### src/rtl/m_pcpi_initiator_pkg.sv
// Shared types and constants for the PCPI initiator.
// Holds the FSM state encoding, data width and default abandon time.
package m_pcpi_pkg;

   localparam int XLEN               = 32;
   localparam int TIMEOUT_CYCLES_DEF = 16;

   typedef enum logic [1:0] {
      ST_IDLE = 2'd0,
      ST_WAIT = 2'd1,
      ST_RESP = 2'd2
   } pcpi_state_e;

   typedef struct packed {
      logic [XLEN-1:0] rd;
      logic            wr;
   } pcpi_resp_t;

endpackage

### src/rtl/m_pcpi_initiator_if.sv
// Core-request, core-response and PCPI bundle for m_pcpi_initiator.
// master = the initiator itself, slave = core plus coprocessor side.
interface m_pcpi_initiator_if;
   import m_pcpi_pkg::*;

   logic            req_valid;
   logic            req_ready;
   logic [XLEN-1:0] req_insn;
   logic [XLEN-1:0] req_rs1;
   logic [XLEN-1:0] req_rs2;

   logic            resp_valid;
   logic            resp_ready;
   logic [XLEN-1:0] resp_rd;
   logic            resp_wr;
   logic            resp_err;

   logic            pcpi_valid;
   logic [XLEN-1:0] pcpi_insn;
   logic [XLEN-1:0] pcpi_rs1;
   logic [XLEN-1:0] pcpi_rs2;
   logic            pcpi_wr;
   logic [XLEN-1:0] pcpi_rd;
   logic            pcpi_busy;
   logic            pcpi_ready;

   modport master (
      input  req_valid, req_insn, req_rs1, req_rs2, resp_ready,
             pcpi_wr, pcpi_rd, pcpi_busy, pcpi_ready,
      output req_ready, resp_valid, resp_rd, resp_wr, resp_err,
             pcpi_valid, pcpi_insn, pcpi_rs1, pcpi_rs2
   );

   modport slave (
      output req_valid, req_insn, req_rs1, req_rs2, resp_ready,
             pcpi_wr, pcpi_rd, pcpi_busy, pcpi_ready,
      input  req_ready, resp_valid, resp_rd, resp_wr, resp_err,
             pcpi_valid, pcpi_insn, pcpi_rs1, pcpi_rs2
   );

endinterface

### src/rtl/m_pcpi_initiator_timeout.sv
// Idle-cycle counter for an unclaimed PCPI request (built only with PCPI_TIMEOUT_EN).
// expired is high while the count sits at TIMEOUT_CYCLES-1.
module m_pcpi_timeout
   import m_pcpi_pkg::*;
#(
   parameter int TIMEOUT_CYCLES = TIMEOUT_CYCLES_DEF
) (
   input  logic clk,
   input  logic reset,
   input  logic clear,
   input  logic inc,
   output logic expired
);

   localparam int            CW   = (TIMEOUT_CYCLES > 1) ? $clog2(TIMEOUT_CYCLES) : 1;
   localparam logic [CW-1:0] LAST = CW'(TIMEOUT_CYCLES - 1);

   logic [CW-1:0] count;

   // Holding at LAST is harmless: the FSM leaves WAIT on that same cycle.
   always_ff @(posedge clk) begin
      if (reset || clear)
         count <= '0;
      else if (inc && !expired)
         count <= count + CW'(1);
   end

   assign expired = (count == LAST);

endmodule

### src/rtl/m_pcpi_initiator.sv
// PCPI initiator: hands one core instruction to a coprocessor and returns its result.
// Define PCPI_TIMEOUT_EN to abandon requests nobody claims (resp_err=1).
//
// state | meaning
// IDLE  | ready for a core request
// WAIT  | pcpi_valid driven, waiting for pcpi_ready (or timeout)
// RESP  | result held on resp_* until resp_ready
module m_pcpi_initiator
   import m_pcpi_pkg::*;
#(
   parameter int TIMEOUT_CYCLES = TIMEOUT_CYCLES_DEF
) (
   input logic               clk,
   input logic               reset,
   m_pcpi_initiator_if.master bus
);

   localparam logic [1:0] IDLE = ST_IDLE;
   localparam logic [1:0] WAIT = ST_WAIT;
   localparam logic [1:0] RESP = ST_RESP;

   logic [1:0]      state;
   logic [XLEN-1:0] insn_q;
   logic [XLEN-1:0] rs1_q;
   logic [XLEN-1:0] rs2_q;
   pcpi_resp_t      resp_q;
   logic            timeout;

`ifdef PCPI_TIMEOUT_EN
   logic to_clear;
   logic to_inc;
   logic to_expired;
   logic err_q;

   assign to_clear = (state != WAIT) || bus.pcpi_busy;
   assign to_inc   = (state == WAIT) && !bus.pcpi_busy && !bus.pcpi_ready;

   m_pcpi_timeout #(.TIMEOUT_CYCLES(TIMEOUT_CYCLES)) u_timeout (
      .clk     (clk),
      .reset   (reset),
      .clear   (to_clear),
      .inc     (to_inc),
      .expired (to_expired)
   );

   assign timeout = to_inc && to_expired;

   // pcpi_ready takes priority over a simultaneous timeout.
   always_ff @(posedge clk) begin
      if (reset)
         err_q <= 1'b0;
      else if ((state == WAIT) && (bus.pcpi_ready || timeout))
         err_q <= !bus.pcpi_ready;
   end

   assign bus.resp_err = err_q;
`else
   localparam int unused_timeout_cycles = TIMEOUT_CYCLES;
   logic unused_busy;

   assign unused_busy  = bus.pcpi_busy;
   assign timeout      = 1'b0;
   assign bus.resp_err = 1'b0;
`endif

   always_ff @(posedge clk) begin
      if (reset) begin
         state  <= IDLE;
         insn_q <= '0;
         rs1_q  <= '0;
         rs2_q  <= '0;
         resp_q <= '0;
      end else begin
         case (state)
            IDLE: if (bus.req_valid) begin
               insn_q <= bus.req_insn;
               rs1_q  <= bus.req_rs1;
               rs2_q  <= bus.req_rs2;
               state  <= WAIT;
            end
            WAIT: if (bus.pcpi_ready) begin
               resp_q.rd <= bus.pcpi_rd;
               resp_q.wr <= bus.pcpi_wr;
               state     <= RESP;
            end else if (timeout) begin
               resp_q <= '0;
               state  <= RESP;
            end
            RESP: if (bus.resp_ready)
               state <= IDLE;
            default: state <= IDLE;
         endcase
      end
   end

   assign bus.req_ready  = (state == IDLE);
   assign bus.pcpi_valid = (state == WAIT);
   assign bus.resp_valid = (state == RESP);
   assign bus.pcpi_insn  = insn_q;
   assign bus.pcpi_rs1   = rs1_q;
   assign bus.pcpi_rs2   = rs2_q;
   assign bus.resp_rd    = resp_q.rd;
   assign bus.resp_wr    = resp_q.wr;

endmodule

### src/flat_wrapper.sv
// flat-port wrapper written by rule: the top's interface ports become plain ports
module m_pcpi_initiator_flat import m_pcpi_pkg::*;
#(
   parameter int TIMEOUT_CYCLES = TIMEOUT_CYCLES_DEF
)
  (clk, reset, bus_req_valid, bus_req_insn, bus_req_rs1, bus_req_rs2, bus_resp_ready, bus_pcpi_wr, bus_pcpi_rd, bus_pcpi_busy, bus_pcpi_ready, bus_req_ready, bus_resp_valid, bus_resp_rd, bus_resp_wr, bus_resp_err, bus_pcpi_valid, bus_pcpi_insn, bus_pcpi_rs1, bus_pcpi_rs2);
  m_pcpi_initiator_if bus_i ();
  input logic clk;
  input logic reset;
  input wire logic [$bits(bus_i.req_valid)-1:0] bus_req_valid;
  input wire logic [$bits(bus_i.req_insn)-1:0] bus_req_insn;
  input wire logic [$bits(bus_i.req_rs1)-1:0] bus_req_rs1;
  input wire logic [$bits(bus_i.req_rs2)-1:0] bus_req_rs2;
  input wire logic [$bits(bus_i.resp_ready)-1:0] bus_resp_ready;
  input wire logic [$bits(bus_i.pcpi_wr)-1:0] bus_pcpi_wr;
  input wire logic [$bits(bus_i.pcpi_rd)-1:0] bus_pcpi_rd;
  input wire logic [$bits(bus_i.pcpi_busy)-1:0] bus_pcpi_busy;
  input wire logic [$bits(bus_i.pcpi_ready)-1:0] bus_pcpi_ready;
  output wire logic [$bits(bus_i.req_ready)-1:0] bus_req_ready;
  output wire logic [$bits(bus_i.resp_valid)-1:0] bus_resp_valid;
  output wire logic [$bits(bus_i.resp_rd)-1:0] bus_resp_rd;
  output wire logic [$bits(bus_i.resp_wr)-1:0] bus_resp_wr;
  output wire logic [$bits(bus_i.resp_err)-1:0] bus_resp_err;
  output wire logic [$bits(bus_i.pcpi_valid)-1:0] bus_pcpi_valid;
  output wire logic [$bits(bus_i.pcpi_insn)-1:0] bus_pcpi_insn;
  output wire logic [$bits(bus_i.pcpi_rs1)-1:0] bus_pcpi_rs1;
  output wire logic [$bits(bus_i.pcpi_rs2)-1:0] bus_pcpi_rs2;
  assign bus_i.req_valid = bus_req_valid;
  assign bus_i.req_insn = bus_req_insn;
  assign bus_i.req_rs1 = bus_req_rs1;
  assign bus_i.req_rs2 = bus_req_rs2;
  assign bus_i.resp_ready = bus_resp_ready;
  assign bus_i.pcpi_wr = bus_pcpi_wr;
  assign bus_i.pcpi_rd = bus_pcpi_rd;
  assign bus_i.pcpi_busy = bus_pcpi_busy;
  assign bus_i.pcpi_ready = bus_pcpi_ready;
  assign bus_req_ready = bus_i.req_ready;
  assign bus_resp_valid = bus_i.resp_valid;
  assign bus_resp_rd = bus_i.resp_rd;
  assign bus_resp_wr = bus_i.resp_wr;
  assign bus_resp_err = bus_i.resp_err;
  assign bus_pcpi_valid = bus_i.pcpi_valid;
  assign bus_pcpi_insn = bus_i.pcpi_insn;
  assign bus_pcpi_rs1 = bus_i.pcpi_rs1;
  assign bus_pcpi_rs2 = bus_i.pcpi_rs2;
  m_pcpi_initiator #(.TIMEOUT_CYCLES(TIMEOUT_CYCLES)) u_core (.clk(clk), .reset(reset), .bus(bus_i));
endmodule
### config.mk
export PLATFORM = sky130hd
export DESIGN_NAME = m_pcpi_initiator_flat
export DESIGN_NICKNAME = d
export VERILOG_FILES = /design/src/rtl/m_pcpi_initiator_pkg.sv /design/src/rtl/m_pcpi_initiator_if.sv /design/src/rtl/m_pcpi_initiator_timeout.sv /design/src/rtl/m_pcpi_initiator.sv /design/src/flat_wrapper.sv
export SDC_FILE = /design/constraint.sdc
export NUM_CORES = 1
export LEC_CHECK = 0
export ABC_AREA = 1
export CAP_MARGIN = 20
export CORE_AREA = 3 3 122 124
export CTS_CLUSTER_DIAMETER = 60
export DETAILED_ROUTE_END_ITERATION = 8
export DIE_AREA = 0 0 125 127
export GPL_TIMING_DRIVEN = 1
export PLACE_DENSITY_LB_ADDON = 0.3
export SLEW_MARGIN = 40
export SYNTH_ARGS = -nofsm -noshare
export SYNTH_HDL_FRONTEND = slang
export SYNTH_SLANG_ARGS = --single-unit
### constraint.sdc
create_clock -name clk -period 1.8 [get_ports clk]
set_clock_uncertainty 0.15 [all_clocks]
set_input_delay 0.54 -clock clk [delete_from_list [all_inputs] [get_ports clk]]
set_output_delay 0.54 -clock clk [all_outputs]
set_load 0.02 [all_outputs]
==> results.cfg, run 1 <==
[clock_network]
numCtsBuffers = 17
cts.sink_count = 131
cts_tree = yes
clock_latency_ns = 0.40
clk_pin_slew_worst_paths_ns = 0.06
root_buffer = clkbuf_16
clk_path_buf_depth = 2
htree_levels = 4

[global_route]
grt_pass1_wl_um = 25900
antenna_found_initial = 0
grt_overflow = 0
grtUsageTotal_pct = 19.9
grt_pass1_vias = 5295
grt_max_degree = 133

[yosys]
synth_edf_count = 0
netlist.area_leader.share_pct = 46.5
synthTopCellsByCount = nand2_1, nor2_1, inv_1
ys_ff_latch = 131
ys_seq_area_share_pct = 46.5
synth_most_common_cell = nand2_1
syn_avg_cell_area_um2 = 6.60
syn-num-nets = 990
yosysTopAreaCell = dfxtp_1
syn_inst = 855
synth_area_leaders = dfxtp_1, nand2_1, nor2_1
synth_flop_cell = dfxtp_1
yosysUniqueCellTypes = 12
async_reset_ff_share_pct = 0
synthesis.area_um2 = 5650
yosys_warnings = 0

[floorplanning]
rows = 43
dieArea_um2 = 15900
die_y_um = 127
core-area_um2 = 13900
io_pins = 268
die_w_um = 125
start_util_pct = 40.7

[worst_setup_path]
required_ns = 1.11
critPathKind = register to output pin
critPathMostFrequentCell = buf_6
slowest_stage = dfxtp_4
cp_data_arrival_time_ns = 1.10
slowest_delay_ns = 0.35
cp_max_fo = 4
start_kind = register
crit_path_cell_trace = buf_6, nor2_4, buf_6
crit_buf_inv = 2
endpoint_kind = output pin
critical-path-top-delay-family = flip-flops

[sta]
setup_viol = 0
period_share_pct = 99.2
hold_viol_final = 0
rsz0062_at_grt = yes
hold_slack_ns = 0.324
slew_viol_final = 0
max_freq_mhz = 560
period_needed_ns = 1.79

[drt]
vias_per_cell = 4.52
num_vias = 5840
drc_errors = 0
antenna_left = 0
drt_iter0_drc = 278
wl_per_cell_um = 12.6
drt-total-wl_um = 16200
dr.pass1.iters = 6

[power_and_ir_drop]
irDropWorstVdd_uv = 526
leakage_nw = 4.57
p_per_area_nw_per_um2 = 955

[worst_hold_path]
min_path_type = register to register

[final_layout]
n_antenna_cell = 0
seq_area_um2 = 2630
n_fill_cell = 1285
syn2layout_area_growth_pct = 58.4
fin_nets = 1236
multi_input_area_um2 = 2230
layout-drive-gt1-share_pct = 9.17
postLayoutCoreUtil_pct = 64.4

[placement]
globalplace.congestion = 0.777
port_buffers = 265
dp_hpwl_um = 11300

[job]
cap_violations = 0

[outcome]
outcome = complete, no violations
-- stage by stage --
stage	worst slack, ns	area, um2	total power [mW]	setup TNS, ns	std cells
after floorplan	0.320	5650	4.34	0	855
after global placement	-0.107	8550	5.28	-3.96	1262
after detailed placement	-0.132	8550	5.30	-4.70	1262
after CTS	-0.0146	9040	8.64	-0.0158	1292
after global routing	-0.0390	8940	8.97	-0.0932	1292
final	0.0139	8940	8.54	0	1292
-- path summary, 6_finish.rpt --
check / cells past startpoint / slack [ns] / from / endpoint
min: 2 / 0.32 / u_core.bus.pcpi_insn[14]$_SDFFE_PP0P_ / u_core.bus.pcpi_insn[14]$_SDFFE_PP0P_
max reg2reg: 7 / 0.12 / u_core.state[0]$_SDFFE_PP0P_ / u_core.bus.pcpi_rs1[1]$_SDFFE_PP0P_
min reg2reg: 2 / 0.32 / u_core.bus.pcpi_insn[14]$_SDFFE_PP0P_ / u_core.bus.pcpi_insn[14]$_SDFFE_PP0P_
max: 3 / 0.01 / u_core.state[0]$_SDFFE_PP0P_ / bus_req_ready
-- power breakdown --
group | internal [mW] | leakage [nW] | switching (mW)
Sequential | 3.15 | 1.08 | 0.120
Clock | 2.27 | 0.287 | 1.19
Combinational | 0.816 | 3.20 | 0.995
-- cell usage in the layout, fill, tap and decap left out, types with 2 or more instances in the layout --
cell type and count:
dfxtp_4 2, buf_12 9, a21oi_1 98, dfxtp_1 129, nand3_1 96, buf_4 16, clkdlybuf4s50_1 132, inv_1 132
nand2_1 165, clkbuf_8 3, clkbuf_2 37, nor2_1 163, dlygate4sd2_1 27, clkinv_2 3, bufinv_16 3, clkbuf_16 17
clkdlybuf4s15_1 62, buf_6 4, clkbuf_1 5, clkdlybuf4s15_2 2
-- kinds of logic after synthesis --
logic type	count (synthesis)	share of synthesized area [%]
AOI/OAI and AO/OA	98	8.69
buffers and inverters	198	14.2
other	1	0.0664
and+or+nand+nor	427	30.6
DFF	131	46.5
-- sequential cells by signal (all words and copies together) (netlist names) --
name and cells:
u_core.bus.pcpi_insn 32, u_core.state 2, u_core.bus.resp_rd 32, u_core.bus.pcpi_rs1 32
u_core.bus.resp_wr 1, u_core.bus.pcpi_rs2 32
-- metal layers --
| metal | vias up | track usage (%) | share of wire, % |
|---|---|---|---|
| met2 | 185 | 33.2 | 47 |
| met5 | - | 0 | 0 |
| met1 | 2555 | 23.1 | 42 |
| met3 | 20 | 8.74 | 9.0 |
| li1 | 3080 | - | - |
| met4 | 0 | 6.82 | 1.6 |
-- cell type report --
class	instances	area share, %
repair buffers	291	30.9
multi-input cells	526	25.0
well taps	180	2.52
clock inverters	5	1.12
inverters	134	5.64
flip-flops and latches	131	29.4
clock buffers	25	5.43
-- worst min-delay path: cells and delay by family, from the launching register on --
kind | cells | cell delay [ns]
AND/OR/NAND/NOR | 1 | 0.08
AO/OA/AOI/OAI | 1 | 0.04
flip-flops | 1 | 0.32
-- what timing repair did --
item	CTS	global route
buffers inserted	0	0
endpoints found under the setup margin	132	109
gates resized for setup	196	102
hold buffers	0	0
pin swaps	0	2
Power figures use the tool's default switching activity.
==> run 2: changes to the inputs <==
--- a/config.mk
+++ b/config.mk
@@ -7,10 +7,10 @@
 export LEC_CHECK = 0
 export ABC_AREA = 1
 export CAP_MARGIN = 20
-export CORE_AREA = 3 3 122 124
+export CORE_AREA = 8 8 127 129
 export CTS_CLUSTER_DIAMETER = 60
 export DETAILED_ROUTE_END_ITERATION = 8
-export DIE_AREA = 0 0 125 127
+export DIE_AREA = 0 0 135 137
 export GPL_TIMING_DRIVEN = 1
 export PLACE_DENSITY_LB_ADDON = 0.3
 export SLEW_MARGIN = 40
==> run 2 against run 1 <==
Clock power decreased by 10%; critical path depth unchanged; clock-buffer cell count fell by 3; hold slack got worse by 0.00060 ns; via count down 0.53%; sequential share of layout area increased by 0.46 points; register-to-register slack improved by 0.06 ns; sequential power is essentially flat; critical endpoint unchanged; highest routed layer unchanged.
==> results.cfg, run 2 (synthesis results as in run 1) <==
[drt]
drt-total-wl_um = 17300
vias_per_cell = 4.50
drc_errors = 0
drt_iter0_drc = 286
wl_per_cell_um = 13.4
antenna_left = 0
dr.pass1.iters = 7
num_vias = 5809

[job]
cap_violations = 0

[floorplanning]
die_y_um = 137
die_w_um = 135
dieArea_um2 = 18500
start_util_pct = 39.7
core-area_um2 = 14200
rows = 44
io_pins = 268

[sta]
slew_viol_final = 0
period_needed_ns = 1.76
final.setup.worst_slack_ns = 0.0367
setup_viol = 0
max_freq_mhz = 567
fin_tns_setup_ns = 0
rsz0062_at_grt = yes
hold_viol_final = 0
period_share_pct = 98.0

[clock_network]
cts.sink_count = 131
clock_latency_ns = 0.41
cts_tree = yes
clk_path_buf_depth = 2
root_buffer = clkbuf_16
clk_pin_slew_worst_paths_ns = 0.05
htree_levels = 4
numCtsBuffers = 17

[final_layout]
syn2layout_area_growth_pct = 55.8
fin_cells = 1290
postLayoutCoreUtil_pct = 61.9
n_antenna_cell = 0
fin_nets = 1231
n_fill_cell = 1315
layout-drive-gt1-share_pct = 9.76
final_cell_mix = nand2_1, nor2_1, inv_1, clkdlybuf4s50_1, dfxtp_1
final_common_cell = nand2_1

[global_route]
antenna_found_initial = 0
grtUsageTotal_pct = 17.8
grt_overflow = 0
grt_pass1_wl_um = 26400
grt_max_degree = 133
grt_pass1_vias = 5231

[power_and_ir_drop]
irDropWorstVdd_uv = 499
leakage_nw = 4.49
report.power.total_mw = 8.20
p_per_area_nw_per_um2 = 932

[worst_setup_path]
required_ns = 1.11
critPathKind = register to output pin
cp_max_fo = 3
rrSetupSlack_ns = 0.18
critPathMostFrequentCell = buf_6
start_kind = register
crit_buf_inv = 2
crit_path_cell_trace = buf_6, nor2_4, buf_6
slowest_delay_ns = 0.33
cp_data_arrival_time_ns = 1.07
endpoint_kind = output pin
critical-path-top-delay-family = flip-flops
slowest_stage = dfxtp_2

[worst_hold_path]
min_path_type = register to register

[placement]
globalplace.congestion = 0.773
port_buffers = 265
dp_slack_ns = -0.115
placed_cells = 1259
dp_hpwl_um = 12100

[outcome]
outcome = complete, no violations
-- run 2: what timing repair did --
item | in CTS | in global routing
setup buffers | 1 | 0
resized for setup | 199 | 118
pin swaps | 1 | 1
endpoints found under the setup margin | 132 | 131
gates cloned | 0 | 1
hold buffers | 0 | 0
-- run 2: worst register-to-register path: stages (launching register included) --
cell	delay [ns]
dfxtp_2	0.33
buf_6	0.12
nor2_4	0.09
buf_4	0.17
buf_6	0.37
nand3_1	0.17
nand2_1	0.08
nor2_1	0.04
-- run 2: area by class of cell --
cell class	instances	area, um2	share of cell area (%)
Timing Repair Buffer	286	2680	30.4
Multi-Input combinational cell	526	2240	25.4
Inverter	134	504	5.73
Tap cell	184	230	2.62
Clock buffer	22	464	5.28
Sequential cell	131	2630	29.9
Clock inverter	7	60.1	0.683
-- run 2: path summary, 6_finish.rpt --
kind / from / to / depth (start not counted)
max: u_core.state[0]$_SDFFE_PP0P_ / bus_req_ready / 3
max reg2reg: u_core.state[0]$_SDFFE_PP0P_ / u_core.bus.pcpi_rs2[16]$_SDFFE_PP0P_ / 7
min: u_core.bus.pcpi_insn[25]$_SDFFE_PP0P_ / u_core.bus.pcpi_insn[25]$_SDFFE_PP0P_ / 2
min reg2reg: u_core.bus.pcpi_insn[25]$_SDFFE_PP0P_ / u_core.bus.pcpi_insn[25]$_SDFFE_PP0P_ / 2
-- run 2: per-stage QoR --
stage / hold slack [ns] / instance area (um2)
floorplan: 0.423 / 5650
global placement: 0.309 / 8470
detailed placement: 0.317 / 8470
CTS: 0.326 / 8910
global route: 0.349 / 8800
finish: 0.323 / 8800
-- run 2: power breakdown --
group	leakage (nW)	switching, mW	internal (mW)
Combinational	3.14	1.01	0.806
Clock	0.265	1.18	1.93
Sequential	1.08	0.116	3.15
-- run 2: metal layers --
metal,track usage (%),vias up,share of wire (%)
met3,10.2,21,12
met2,27.6,200,46
met1,20.1,2518,41
li1,-,3070,-
met4,6.79,0,1.6
met5,0,-,0
==> patch: new RTL, config.mk and constraints of run 1 <==
Set the package constant `XLEN` to 36 (it was 32).
--- a/src/rtl/m_pcpi_initiator_pkg.sv
+++ b/src/rtl/m_pcpi_initiator_pkg.sv
@@ -4,3 +4,3 @@
 
-   localparam int XLEN               = 32;
+   localparam int XLEN               = 36;
    localparam int TIMEOUT_CYCLES_DEF = 16;
Ports: changed (8 resized); port bits go from 268 to 300. No check against the original RTL was run, so the function may have changed too.
==> patch against run 1 <==
The run now ends with negative setup slack left. Final cell count up 10%. Routed wire length up 15%. Cell area up 12%. Area after synthesis up 13%. Largest power group unchanged. Setup slack worse by 0.027 ns. Critical endpoint unchanged. Non-clock buffer count up 38. Global-route usage up 3.0 points. Worst hold slack better by 0.0038 ns. Maximum frequency down 1.5%. Highest routed layer is now met5. Critical path depth unchanged. Critical path type unchanged. Sequential cell count up 16. Power up 11%.
==> patch: results (changes against run 1) <==
LAYOUT_SETUP_WS_NS=-0.0129  # was 0.0139 ns
DETAILED_PLACE_HPWL_UM=13300  # was 11300 um
CTS_REPAIR_RESIZED_INSTS=277  # was 196
PLACED_CELL_AREA_UM2=9610  # was 8550 um2
GRT.MET1_USAGE=0.248  # was 0.231
SYNTH-SEQ-AREA-SHARE=0.462  # was 0.465
GRT_PASS1_WL_UM=29700  # was 25900 um
R2R.WORST_PATH.CELLS=8  # was 7
WORST_SKEW_PAIR.LATE_LATENCY_NS=0.42  # was 0.40 ns
FIRST_GLOBAL_VIAS=6126  # was 5295
PLACE_WORST_SETUP_SLACK_NS=-0.0904  # was -0.132 ns
TIMING.RR.START='u_core.state[1]'  # was u_core.state[0]
DRIVE_ABOVE_1_SHARE=0.116  # was 0.0917
RUN_STATUS='complete, but fails checks'  # was finished, final reports clean
VIOLATIONS_IN_THE_FINAL_REPORTS='negative setup slack'
DETAIL_ROUTE.ITER0.VIOLATIONS=348  # was 278
GLOBAL_ROUTING_USAGE_ON_MET3=0.0987  # was 0.0874
INITIAL_ANTENNA_VIOLATION_COUNT=1  # was 0
SYNTHESIS.NETS=1110  # was 990
POSTCTSSETUPBUFFERS=2  # was 0
HOLDCRITSTARTPOINT='u_core.bus.pcpi_insn[9]'  # was u_core.bus.pcpi_insn[14]
CP_DATA_ARRIVAL_TIME_NS=1.12  # was 1.10 ns
WL_PER_CELL_UM=13.1  # was 12.6 um
DETAILEDROUTE.FIRSTPASSITERATIONCOUNT=5  # was 6
FIN_SETUP_TNS_NS=-0.0129  # was 0 ns
FINAL-SETUP-VIOL-COUNT=1  # was 0
GRT_START_MAX_NET_PINS=96  # was 133
PLACEDCELLCOUNT=1394  # was 1262
MET2_WL_POST_DR_UM=9230  # was 7640 um
WORST-PATH-MAX-FANOUT=3  # was 4
MOST_AREA_CONSUMING_CELLS_AFTER_SYNTHESIS='sky130_fd_sc_hd__dfxtp_1, sky130_fd_sc_hd__nand2_1, sky130_fd_sc_hd__nor2_1'  # unchanged
[patch: cell types whose count changed in the layout (fill, tap and decap cells not counted), sizes merged]
cell	change
buf	+5
clkinvlp	+2
dlygate4sd2	-25
clkdlybuf4s15	+30
clkbuf	+9
nor2	+20
dfxtp	+16
nand2	+20
bufinv	+1
nand3	+12
a21oi	+12
inv	+17
clkdlybuf4s50	+16
[patch: layout make-up]
cell class	instances	area, um2
Clock inverter	9	154
Clock buffer	22	464
Tap cell	180	225
Multi-Input combinational cell	590	2510
Inverter	150	566
Sequential cell	147	2950
Fill cell	1150	3840
Timing Repair Buffer	329	3180
[patch: worst paths after layout]
path	to	slack, ns
setup / recovery	bus_req_ready	-0.01
hold / removal	u_core.bus.pcpi_insn[9]	0.33
setup reg to reg	u_core.bus.pcpi_rs1[27]	0.15
hold reg to reg	u_core.bus.pcpi_insn[9]	0.33
[patch: where the power goes]
part           internal (uW)  switching, uW
combinational            954           1140
sequential              3530            138
clock                   2380           1340
total                   6870           2610
